## config.mk

```make
export PLATFORM = sky130hd
export DESIGN_NAME = cacheline_adapter_flat
export DESIGN_NICKNAME = d
export VERILOG_FILES = /design/src/rtl/cacheline_adapter_if.sv /design/src/rtl/cacheline_adapter.sv /design/src/flat_wrapper.sv
export SDC_FILE = /design/constraint.sdc
export NUM_CORES = 2
export LEC_CHECK = 0
export BUFFER_PORTS_ARGS = -buffer_cell sky130_fd_sc_hd__buf_2
export CAP_MARGIN = 10
export CORE_AREA = 2 2 292 294
export DETAILED_ROUTE_END_ITERATION = 10
export DIE_AREA = 0 0 294 296
export MAX_ROUTING_LAYER = met4
export PLACE_DENSITY = 0.68
export SETUP_SLACK_MARGIN = 0.5
export SLEW_MARGIN = 20
export SYNTH_ARGS = -nofsm -noshare
export SYNTH_HDL_FRONTEND = slang
export SYNTH_HIERARCHICAL = 1
export SYNTH_SLANG_ARGS = --single-unit
```

## constraint.sdc

```tcl
create_clock -name clk -period 3.4 [get_ports clk]
set_input_delay 0 -clock clk [delete_from_list [all_inputs] [get_ports clk]]
set_output_delay 0 -clock clk [all_outputs]
set_load 0.01 [all_outputs]
```

## src/rtl/cacheline_adapter_if.sv

```systemverilog
// Bus bundle between a cacheline-wide requester (dfp_*) and a beat-wide burst memory (bmem_*).
// The adapter connects through the slave modport; the requester/memory side uses master.
interface cacheline_adapter_if #(
    parameter int ADDR_WIDTH = 32,
    parameter int BEAT_WIDTH = 64,
    parameter int BEATS      = 4
);
    localparam int LINE_W = BEAT_WIDTH * BEATS;

    logic [ADDR_WIDTH-1:0] dfp_addr;
    logic                  dfp_read;
    logic                  dfp_write;
    logic [LINE_W-1:0]     dfp_wdata;
    logic [LINE_W-1:0]     dfp_rdata;
    logic                  dfp_resp;

    logic [ADDR_WIDTH-1:0] bmem_addr;
    logic                  bmem_read;
    logic                  bmem_write;
    logic [BEAT_WIDTH-1:0] bmem_wdata;
    logic                  bmem_ready;
    logic [ADDR_WIDTH-1:0] bmem_raddr;
    logic [BEAT_WIDTH-1:0] bmem_rdata;
    logic                  bmem_rvalid;

    modport master (
        output dfp_addr, dfp_read, dfp_write, dfp_wdata,
        input  dfp_rdata, dfp_resp,
        input  bmem_addr, bmem_read, bmem_write, bmem_wdata,
        output bmem_ready, bmem_raddr, bmem_rdata, bmem_rvalid
    );

    modport slave (
        input  dfp_addr, dfp_read, dfp_write, dfp_wdata,
        output dfp_rdata, dfp_resp,
        output bmem_addr, bmem_read, bmem_write, bmem_wdata,
        input  bmem_ready, bmem_raddr, bmem_rdata, bmem_rvalid
    );
endinterface

```

## src/rtl/cacheline_adapter.sv

```systemverilog
// cacheline_adapter: turns cacheline reads/writebacks into 4-beat bursts on the bmem port.
// Build macro CLADAPT_STATS_EN adds rd_lines/wr_lines counters and a stray read-beat check.
`ifdef CLADAPT_STATS_EN
module cacheline_adapter_chk #(
    parameter int ADDR_WIDTH = 32
) (
    input logic                  clk,
    input logic                  rst,
    input logic                  in_rd_data,
    input logic                  rvalid,
    input logic [ADDR_WIDTH-1:0] raddr,
    input logic [ADDR_WIDTH-1:0] addr
);
    // Report read beats tagged for another line while a burst is being collected.
    always_ff @(posedge clk) begin
        assert (rst || !(in_rd_data && rvalid && (raddr != addr)))
            else $error("cacheline_adapter: rvalid raddr %h while collecting line %h", raddr, addr);
    end
endmodule
`endif

module cacheline_adapter #(
    parameter int ADDR_WIDTH = 32,
    parameter int BEAT_WIDTH = 64,
    parameter int BEATS      = 4
) (
    input logic                clk,
    input logic                rst,
    cacheline_adapter_if.slave bus
`ifdef CLADAPT_STATS_EN
    ,
    output logic [31:0]        rd_lines,
    output logic [31:0]        wr_lines
`endif
);
    localparam int LINE_W = BEAT_WIDTH * BEATS;
    localparam int OFF_W  = $clog2(LINE_W / 8);
    localparam int CNT_W  = (BEATS > 1) ? $clog2(BEATS) : 1;
    localparam logic [CNT_W-1:0] LAST_BEAT = CNT_W'(BEATS - 1);

    localparam logic [2:0] IDLE     = 3'd0;
    localparam logic [2:0] RD_REQ   = 3'd1;
    localparam logic [2:0] RD_DATA  = 3'd2;
    localparam logic [2:0] WR_BURST = 3'd3;
    localparam logic [2:0] RESP     = 3'd4;

    logic [2:0]            state_r, state_s;
    logic [CNT_W-1:0]      cnt_r, cnt_s;
    logic [ADDR_WIDTH-1:0] addr_r, addr_s, addr_align_s;
    logic [LINE_W-1:0]     line_r, line_s;
    logic [LINE_W-1:0]     rdata_r, rdata_s;
    logic                  resp_r, bmem_read_r, bmem_write_r;
    logic [ADDR_WIDTH-1:0] bmem_addr_r;
    logic [BEAT_WIDTH-1:0] bmem_wdata_r;
    logic                  beat_hit_s;

    assign addr_align_s = {bus.dfp_addr[ADDR_WIDTH-1:OFF_W], {OFF_W{1'b0}}};
    // Only beats tagged with the line being collected are accepted; stale bursts fall through.
    assign beat_hit_s   = bus.bmem_rvalid && (bus.bmem_raddr == addr_r);

    // Next-state, beat counter and line buffer update.
    always_comb begin
        state_s = state_r;
        cnt_s   = cnt_r;
        addr_s  = addr_r;
        line_s  = line_r;
        rdata_s = rdata_r;
        case (state_r)
            IDLE: begin
                if (bus.dfp_write) begin
                    state_s = WR_BURST;
                    addr_s  = addr_align_s;
                    line_s  = bus.dfp_wdata;
                    cnt_s   = {CNT_W{1'b0}};
                end else if (bus.dfp_read) begin
                    state_s = RD_REQ;
                    addr_s  = addr_align_s;
                    cnt_s   = {CNT_W{1'b0}};
                end else begin
                    state_s = IDLE;
                end
            end
            RD_REQ: begin
                if (bus.bmem_ready) begin
                    state_s = RD_DATA;
                    cnt_s   = {CNT_W{1'b0}};
                end else begin
                    state_s = RD_REQ;
                end
            end
            RD_DATA: begin
                if (beat_hit_s) begin
                    line_s[cnt_r*BEAT_WIDTH +: BEAT_WIDTH] = bus.bmem_rdata;
                    cnt_s = cnt_r + 1'b1;
                    if (cnt_r == LAST_BEAT) begin
                        state_s = RESP;
                        rdata_s = line_s;
                    end else begin
                        state_s = RD_DATA;
                    end
                end else begin
                    state_s = RD_DATA;
                end
            end
            WR_BURST: begin
                if (bus.bmem_ready) begin
                    cnt_s = cnt_r + 1'b1;
                    if (cnt_r == LAST_BEAT) begin
                        state_s = RESP;
                    end else begin
                        state_s = WR_BURST;
                    end
                end else begin
                    state_s = WR_BURST;
                end
            end
            RESP: begin
                state_s = IDLE;
            end
            default: begin
                state_s = IDLE;
            end
        endcase
    end

    // State registers plus outputs registered from the next-state values.
    always_ff @(posedge clk) begin
        if (rst) begin
            state_r      <= IDLE;
            cnt_r        <= {CNT_W{1'b0}};
            addr_r       <= {ADDR_WIDTH{1'b0}};
            line_r       <= {LINE_W{1'b0}};
            rdata_r      <= {LINE_W{1'b0}};
            resp_r       <= 1'b0;
            bmem_read_r  <= 1'b0;
            bmem_write_r <= 1'b0;
            bmem_addr_r  <= {ADDR_WIDTH{1'b0}};
            bmem_wdata_r <= {BEAT_WIDTH{1'b0}};
        end else begin
            state_r      <= state_s;
            cnt_r        <= cnt_s;
            addr_r       <= addr_s;
            line_r       <= line_s;
            rdata_r      <= rdata_s;
            resp_r       <= (state_s == RESP);
            bmem_read_r  <= (state_s == RD_REQ);
            bmem_write_r <= (state_s == WR_BURST);
            bmem_addr_r  <= (state_s != IDLE) ? addr_s : {ADDR_WIDTH{1'b0}};
            bmem_wdata_r <= (state_s == WR_BURST) ? line_s[cnt_s*BEAT_WIDTH +: BEAT_WIDTH]
                                                  : {BEAT_WIDTH{1'b0}};
        end
    end

    assign bus.dfp_rdata  = rdata_r;
    assign bus.dfp_resp   = resp_r;
    assign bus.bmem_addr  = bmem_addr_r;
    assign bus.bmem_read  = bmem_read_r;
    assign bus.bmem_write = bmem_write_r;
    assign bus.bmem_wdata = bmem_wdata_r;

`ifdef CLADAPT_STATS_EN
    // Completed-line counters; RESP is only ever entered from RD_DATA or WR_BURST.
    always_ff @(posedge clk) begin
        if (rst) begin
            rd_lines <= 32'd0;
            wr_lines <= 32'd0;
        end else if (state_s == RESP) begin
            if (state_r == WR_BURST) begin
                wr_lines <= wr_lines + 32'd1;
            end else begin
                rd_lines <= rd_lines + 32'd1;
            end
        end
    end

    cacheline_adapter_chk #(.ADDR_WIDTH(ADDR_WIDTH)) u_chk (
        .clk        (clk),
        .rst        (rst),
        .in_rd_data (state_r == RD_DATA),
        .rvalid     (bus.bmem_rvalid),
        .raddr      (bus.bmem_raddr),
        .addr       (addr_r)
    );
`endif
endmodule

```

## src/flat_wrapper.sv

```systemverilog
// flat-port wrapper written by rule: the top's interface ports become plain ports
module cacheline_adapter_flat 
#(
    parameter int ADDR_WIDTH = 32,
    parameter int BEAT_WIDTH = 64,
    parameter int BEATS      = 4
)
  (clk, rst, bus_dfp_addr, bus_dfp_read, bus_dfp_write, bus_dfp_wdata, bus_dfp_rdata, bus_dfp_resp, bus_bmem_addr, bus_bmem_read, bus_bmem_write, bus_bmem_wdata, bus_bmem_ready, bus_bmem_raddr, bus_bmem_rdata, bus_bmem_rvalid);
  cacheline_adapter_if #(.ADDR_WIDTH(ADDR_WIDTH), .BEAT_WIDTH(BEAT_WIDTH), .BEATS(BEATS)) bus_i ();
  input logic clk;
  input logic rst;
  input wire logic [$bits(bus_i.dfp_addr)-1:0] bus_dfp_addr;
  input wire logic [$bits(bus_i.dfp_read)-1:0] bus_dfp_read;
  input wire logic [$bits(bus_i.dfp_write)-1:0] bus_dfp_write;
  input wire logic [$bits(bus_i.dfp_wdata)-1:0] bus_dfp_wdata;
  output wire logic [$bits(bus_i.dfp_rdata)-1:0] bus_dfp_rdata;
  output wire logic [$bits(bus_i.dfp_resp)-1:0] bus_dfp_resp;
  output wire logic [$bits(bus_i.bmem_addr)-1:0] bus_bmem_addr;
  output wire logic [$bits(bus_i.bmem_read)-1:0] bus_bmem_read;
  output wire logic [$bits(bus_i.bmem_write)-1:0] bus_bmem_write;
  output wire logic [$bits(bus_i.bmem_wdata)-1:0] bus_bmem_wdata;
  input wire logic [$bits(bus_i.bmem_ready)-1:0] bus_bmem_ready;
  input wire logic [$bits(bus_i.bmem_raddr)-1:0] bus_bmem_raddr;
  input wire logic [$bits(bus_i.bmem_rdata)-1:0] bus_bmem_rdata;
  input wire logic [$bits(bus_i.bmem_rvalid)-1:0] bus_bmem_rvalid;
  assign bus_i.dfp_addr = bus_dfp_addr;
  assign bus_i.dfp_read = bus_dfp_read;
  assign bus_i.dfp_write = bus_dfp_write;
  assign bus_i.dfp_wdata = bus_dfp_wdata;
  assign bus_dfp_rdata = bus_i.dfp_rdata;
  assign bus_dfp_resp = bus_i.dfp_resp;
  assign bus_bmem_addr = bus_i.bmem_addr;
  assign bus_bmem_read = bus_i.bmem_read;
  assign bus_bmem_write = bus_i.bmem_write;
  assign bus_bmem_wdata = bus_i.bmem_wdata;
  assign bus_i.bmem_ready = bus_bmem_ready;
  assign bus_i.bmem_raddr = bus_bmem_raddr;
  assign bus_i.bmem_rdata = bus_bmem_rdata;
  assign bus_i.bmem_rvalid = bus_bmem_rvalid;
  cacheline_adapter #(.ADDR_WIDTH(ADDR_WIDTH), .BEAT_WIDTH(BEAT_WIDTH), .BEATS(BEATS)) u_core (.clk(clk), .rst(rst), .bus(bus_i));
endmodule
```

-- Yosys cells after proc, flatten, opt, wreduce, memory -nomap -nowiden
Cells that the tools add are included.
- flip-flop bits (word level): 648
- bits in latches: 0
- RAM bits: 0
- ROM bits: 0
- input bits: 390
- output and inout port bits: 355
- logic and storage cells: 52
- memories kept: 0
- add/sub/neg operators: 2
- multiply operators: 0
- div/mod/pow operators: 0
- magnitude comparators: 0
- equality and inequality tests: 8
- shifts and indexed selects: 3
- multiplexer cells: 21
- bitwise operators: 2
- reductions and logical operators: 6
- operators with widths (operator ; number):
    $mux W256 ; 2
    $pmux W256 S2 ; 1
    $bwmux W256 ; 1
    $shift A64 B34 Y256 const A ; 1
    $shiftx A256 B9 Y64 ; 1
    $shiftx A64 B34 Y256 ; 1
    $mux W32 ; 3
    $neg A8 Y34 ; 1
    $eq A32 B32 Y1 ; 1
    $mux W3 ; 5
    $mux W2 ; 6
    $pmux W3 S4 ; 1
    $eq A3 B2 Y1 const B ; 3
    $pmux W2 S4 ; 1
    $eq A3 B1 Y1 const B ; 2
    $reduce_or A2 Y1 ; 2
    $eq A3 B3 Y1 const B ; 1
    $logic_not A3 Y1 ; 1
    $reduce_and A3 Y1 ; 1
    $reduce_bool A3 Y1 ; 1
    $add A2 B1 Y2 const B ; 1
    $eq A2 B2 Y1 const B ; 1
    $not A1 Y1 ; 2
    $logic_and A1 B1 Y1 ; 1
    $mux W1 ; 1

-- Logic depth before layout (Yosys ltp)
- word-level depth: 7
- gate-level depth with buffers: 13

-- Least setup slack after synthesis
OpenSTA, ideal clock, no wires.
- path type: flip-flop to flip-flop
- from: register u_core.cnt_r[0]
- to: register u_core.bmem_wdata_r[38], in the netlist u_core/bus.bmem_wdata[38]
- data arrival time: 2.656 ns
- data required time: 3.324 ns
- slack: 0.668 ns
- stages on the path, launching flop included: 10
- period minus slack after synthesis: 2.732 ns
- cell sequence: dfxtp_1 -> inv_1 -> ha_1 -> nor4b_2 -> clkbuf_1 -> clkbuf_1 -> o311ai_0 -> a211oi_1 -> a21oi_1 -> o22ai_1
- longest elaborated chain between the ends: 7
- elaborated cells on any way between the ends: 23
- classes of those cells: add/sub: 2; eq/ne: 2; shift: 3; mux: 14; bitwise: 1; reduce/logical: 1
- ends and longest elaborated chain (item ; line ; source):
    start, declared ; cacheline_adapter.sv:48 ; logic [CNT_W-1:0] cnt_r, cnt_s;
    start signal, assigned ; cacheline_adapter.sv:130 ; cnt_r <= {CNT_W{1'b0}};
    start signal, assigned ; cacheline_adapter.sv:141 ; cnt_r <= cnt_s;
    branches (longest 7 deep; another with $neg A8 Y34) ; n/a ;
    end signal, assigned ; cacheline_adapter.sv:138 ; bmem_wdata_r <= {BEAT_WIDTH{1'b0}};
    end signal, assigned ; cacheline_adapter.sv:149 ; bmem_wdata_r <= (state_s == WR_BURST) ? line_s[cnt_s*BEAT_WIDTH +: BEAT_WIDTH]
    end, declared ; cacheline_adapter.sv:54 ; logic [BEAT_WIDTH-1:0] bmem_wdata_r;
Parallel ways; which one is timed is not known.
A chain may end at the register's enable or synchronous reset.

-- Worst setup path in the final report
- from: register u_core.addr_r[14]
- to: register u_core.bmem_wdata_r[41], in the netlist u_core/bus.bmem_wdata[41]
- longest elaborated chain between the ends: 7
- elaborated cells on any way between the ends: 12
- classes of those cells: eq/ne: 2; shift: 1; mux: 6; bitwise: 1; reduce/logical: 2
- ends and longest elaborated chain (item ; line ; source):
    start, declared ; cacheline_adapter.sv:49 ; logic [ADDR_WIDTH-1:0] addr_r, addr_s, addr_align_s;
    start signal, assigned ; cacheline_adapter.sv:131 ; addr_r <= {ADDR_WIDTH{1'b0}};
    start signal, assigned ; cacheline_adapter.sv:142 ; addr_r <= addr_s;
    $eq A32 B32 Y1 (*) ; cacheline_adapter.sv:59 ; assign beat_hit_s = bus.bmem_rvalid && (bus.bmem_raddr == addr_r);
    $logic_and A1 B1 Y1 (*) ; cacheline_adapter.sv:59 ;
    branches (longest 5 deep; another with $shiftx A256 B9 Y64) ; n/a ;
Mark *: on every way between the ends.

==> results.sh <==
export IMPL_outcome="completed"
export IMPL_async_reset_ff_share_pct=0
export IMPL_syn_to_final_growth_pct=44.9
export IMPL_gp_congestion=0.947
export IMPL_dp_hpwl_mm=94.6
export IMPL_leakage_nw=18.5
export IMPL_clk_pin_slew_worst_paths_ns=0.06
export IMPL_via_per_inst=5.90
export IMPL_p_per_area_nw_per_um2=524
export IMPL_rsz0062_at_grt="yes"
export IMPL_cts_root_buffer="clkbuf_16"
export IMPL_syn_nets=4257
export IMPL_vdd_ir_drop_max_v=0.000370
export IMPL_insertion_delay_ns=0.66
export IMPL_fp_coreArea_um2=84200
export IMPL_syn_area_um2=30900
export IMPL_placementRows=107
export IMPL_placed_cells=5435
export IMPL_seqCellArea_um2=13000
export IMPL_fillCellCount=7559
export IMPL_synth_edff_count=0
export IMPL_overflow=0
export IMPL_cap_violations=0
export IMPL_worstSetupEndpointType="flip-flop"
export IMPL_pin_count=745
export IMPL_synth_seq_cells=648
export IMPL_synth_top_flop_cell="dfxtp_1"
export IMPL_cp_arrival_ns=3.47
export IMPL_grt_max_degree=207
export IMPL_post_route_min_period_ns=2.94
export IMPL_seq_area_frac_synth_pct=41.9
export IMPL_die_area_um2=87000
export IMPL_slew_headroom_pct=8.35
export IMPL_ys_types=65
export IMPL_hold_violations=0
export IMPL_cp_num_buf_inv=2
export IMPL_vias=35668
export IMPL_nNetsFinal=5259
export IMPL_worstPathCellList="xnor2_2, nand4_1, or3_4, buf_4, nor3_4, nand2_4, buf_12, o221ai_4, nand2_1, a32o_1"
export IMPL_crit_required_ns=3.93
export IMPL_cts_tree="built"
export IMPL_drive_above_1_share_pct=26.3
export IMPL_grt_pass1_vias=33377
export IMPL_slowest_stage="or3_4"
export IMPL_crit_family="simple AND/OR/NAND/NOR gates"
export IMPL_avgSynthCellArea_um2=8.01
export IMPL_syn_inst=3861
export IMPL_drtIter0Drc=4019
export IMPL_worstPathMaxFanout=53
export IMPL_wl_per_cell_um=26.0
export IMPL_antenna_found_initial=20
export IMPL_clockBufferDepth=3
export IMPL_fp_dieW_um=294
export IMPL_rrSetupSlack_ns=0.46
export IMPL_dr_pass1_iters=8
export IMPL_setup_viol=0
export IMPL_numPortBuffers=739
export IMPL_grt_pass1_wl_mm=214
export IMPL_hold_class="input port to flip-flop"
export IMPL_instances_no_fill=6043
export IMPL_htreeDepth=3
export IMPL_wl_mm=157
export IMPL_die_h_um=296
export IMPL_tightest_slew_ns=1.37
export IMPL_crit_path_start_kind="flip-flop"
export IMPL_yosys_warnings=6
export IMPL_initial_core_util_pct=36.7
export IMPL_cts_buffers=76
export IMPL_post_route_period_util_pct=86.5
export IMPL_fmaxAchievable_mhz=340
export IMPL_slew_viol_final=0
export IMPL_clock_skew_ns=0.0392
export IMPL_clock_sinks=648
export IMPL_track_usage_pct=33.5
export IMPL_critPathMaxStageDelay_ns=0.51
export IMPL_drt_antenna_violating_nets=0
export IMPL_path_class="flip-flop to flip-flop"
export IMPL_remaining_drc_errors=0
export IMPL_multi_input_area_um2=17200
export IMPL_tns_ns=0
routing by layer:
layer | wire (um) | part of all wire, % | vias up | global-route usage, %
li1 | - | - | 15828 | -
met1 | 58800 | 37 | 16849 | 39.3
met2 | 71700 | 46 | 2378 | 52.7
met3 | 15800 | 10 | 613 | 7.04
met4 | 10500 | 6.7 | 0 | 20.3
met5 | 0 | 0 | - | -
where the power goes:
group	internal [W]	switching [W]	total (W)	leakage (nW)
Combinational	0.00253	0.00357	0.00610	11.9
Clock	0.00505	0.00369	0.00874	1.29
Sequential	0.00819	0.000435	0.00862	5.29
Total	0.0158	0.00770	0.0235	18.5
layout make-up:
cell class | instances | area share, %
multi-input cells | 2683 | 38.3
flip-flops and latches | 648 | 29.0
repair buffers | 1284 | 22.1
clock buffers | 106 | 4.83
well taps | 1090 | 3.04
inverters | 170 | 1.44
clock inverters | 32 | 1.06
diodes | 30 | 0.168
synthesized netlist by cell type (16+ instances only):
master / instances / area share, %
dfxtp_1: 648 / 42
a32o_1: 37 / 1.2
o311ai_0: 18 / 0.51
o22a_1: 71 / 2.0
inv_1: 168 / 2.0
o221ai_1: 101 / 2.9
nor2_1: 479 / 5.8
a31oi_1: 23 / 0.47
nor3_1: 20 / 0.32
a211oi_1: 75 / 1.8
nand3_1: 69 / 1.1
and2_1: 36 / 0.73
o21ai_0: 178 / 2.9
buf_2: 69 / 1.1
mux2i_1: 149 / 4.8
nor2b_1: 30 / 0.61
clkbuf_1: 264 / 3.2
a21oi_1: 182 / 2.9
a221oi_1: 16 / 0.45
a21boi_0: 36 / 0.87
a22oi_1: 40 / 0.97
nand2_1: 644 / 7.8
buf_1: 24 / 0.29
xnor2_1: 32 / 0.91
o22ai_1: 192 / 3.9
a221oi_2: 36 / 1.7
a2bb2oi_1: 52 / 1.5
worst reg2reg max path: cells and delay by family (launching register included):
kind | cells | cell delay, ns
and+or+nand+nor | 5 | 1.20
xor gates and xnor gates | 1 | 0.15
AOI/OAI and AO/OA | 2 | 0.77
buffers and inverters | 2 | 0.37
DFF | 1 | 0.34
metrics by stage:
stage	instance area [um^2]	setup slack (ns)	total power (W)	util [%]	hold WS [ns]
2_1_floorplan	30900	0.668	0.0117	-	0.152
3_3_place_gp	36000	0.145	0.0134	42.8	0.261
3_5_place_dp	36000	0.108	0.0135	42.8	0.264
4_1_cts	42900	0.460	0.0227	51.0	0.0152
5_1_grt	44800	0.367	0.0242	53.2	0.0797
6_report	44800	0.459	0.0235	53.2	0.0335
logic make-up (layout without fill, tap and decap cells):
kind of cell	Yosys count	in the layout	share of synthesized area [%]
AND/OR/NAND/NOR	1322	1323	17.5
AO/OA/AOI/OAI	1164	1164	27.4
flip-flops	648	648	41.9
buffers and inverters	531	1592	6.77
multiplexers	158	158	5.15
XOR/XNOR	32	32	0.906
adder cells (fa/ha/maj)	6	6	0.243
other	0	30	0
placed cells by master, fill, tap and decap left out, types with 14 or more instances in the layout:
master	n
a211oi_1	72
a211oi_2	14
a21boi_0	36
a21oi_1	176
a221oi_4	35
a22o_1	15
a22oi_1	40
a2bb2oi_1	50
a31oi_1	23
a32o_1	37
and2_1	35
buf_12	48
buf_2	738
buf_4	102
clkbuf_1	15
clkbuf_16	90
clkbuf_8	15
clkinv_2	14
dfxtp_1	632
dfxtp_2	15
diode_2	30
dlygate4sd3_1	350
inv_1	167
mux2i_1	148
nand2_1	638
nand3_1	67
nor2_1	476
nor2b_1	30
nor3_1	17
o21ai_0	176
o221a_2	15
o221ai_1	40
o221ai_2	54
o22a_1	71
o22ai_1	181
o311ai_0	18
xnor2_1	25
registers in the layout, summed over array words and instances (netlist names):
name,count
u_core/bus.dfp_rdata,256
u_core/line_r,256
u_core/bus.bmem_wdata,64
u_core/addr_r,32
u_core/bus.bmem_addr,32
u_core/state_r,3
u_core/cnt_r,2
u_core/bus.bmem_read,1
u_core/bus.bmem_write,1
u_core/bus.dfp_resp,1
worst paths after layout:
path,to,startpoint,depth (start not counted)
max,u_core/bus.bmem_wdata[41],u_core/addr_r[14],10
min,u_core/state_r[1],bus_dfp_write,5
max reg2reg,u_core/bus.bmem_wdata[41],u_core/addr_r[14],10
min reg2reg,u_core/bus.dfp_rdata[245],u_core/bus.dfp_rdata[245],2
what timing repair did:
item | 4_1_cts | 5_1_grt
pin swaps | 37 | 61
hold buffers | 350 | 0
gates resized for setup | 58 | 155
gates cloned | 8 | 19
setup endpoints to repair | 121 | 77
hold endpoints to repair | 616 | 0
buffers inserted | 15 | 48
Power figures use the tool's default switching activity.
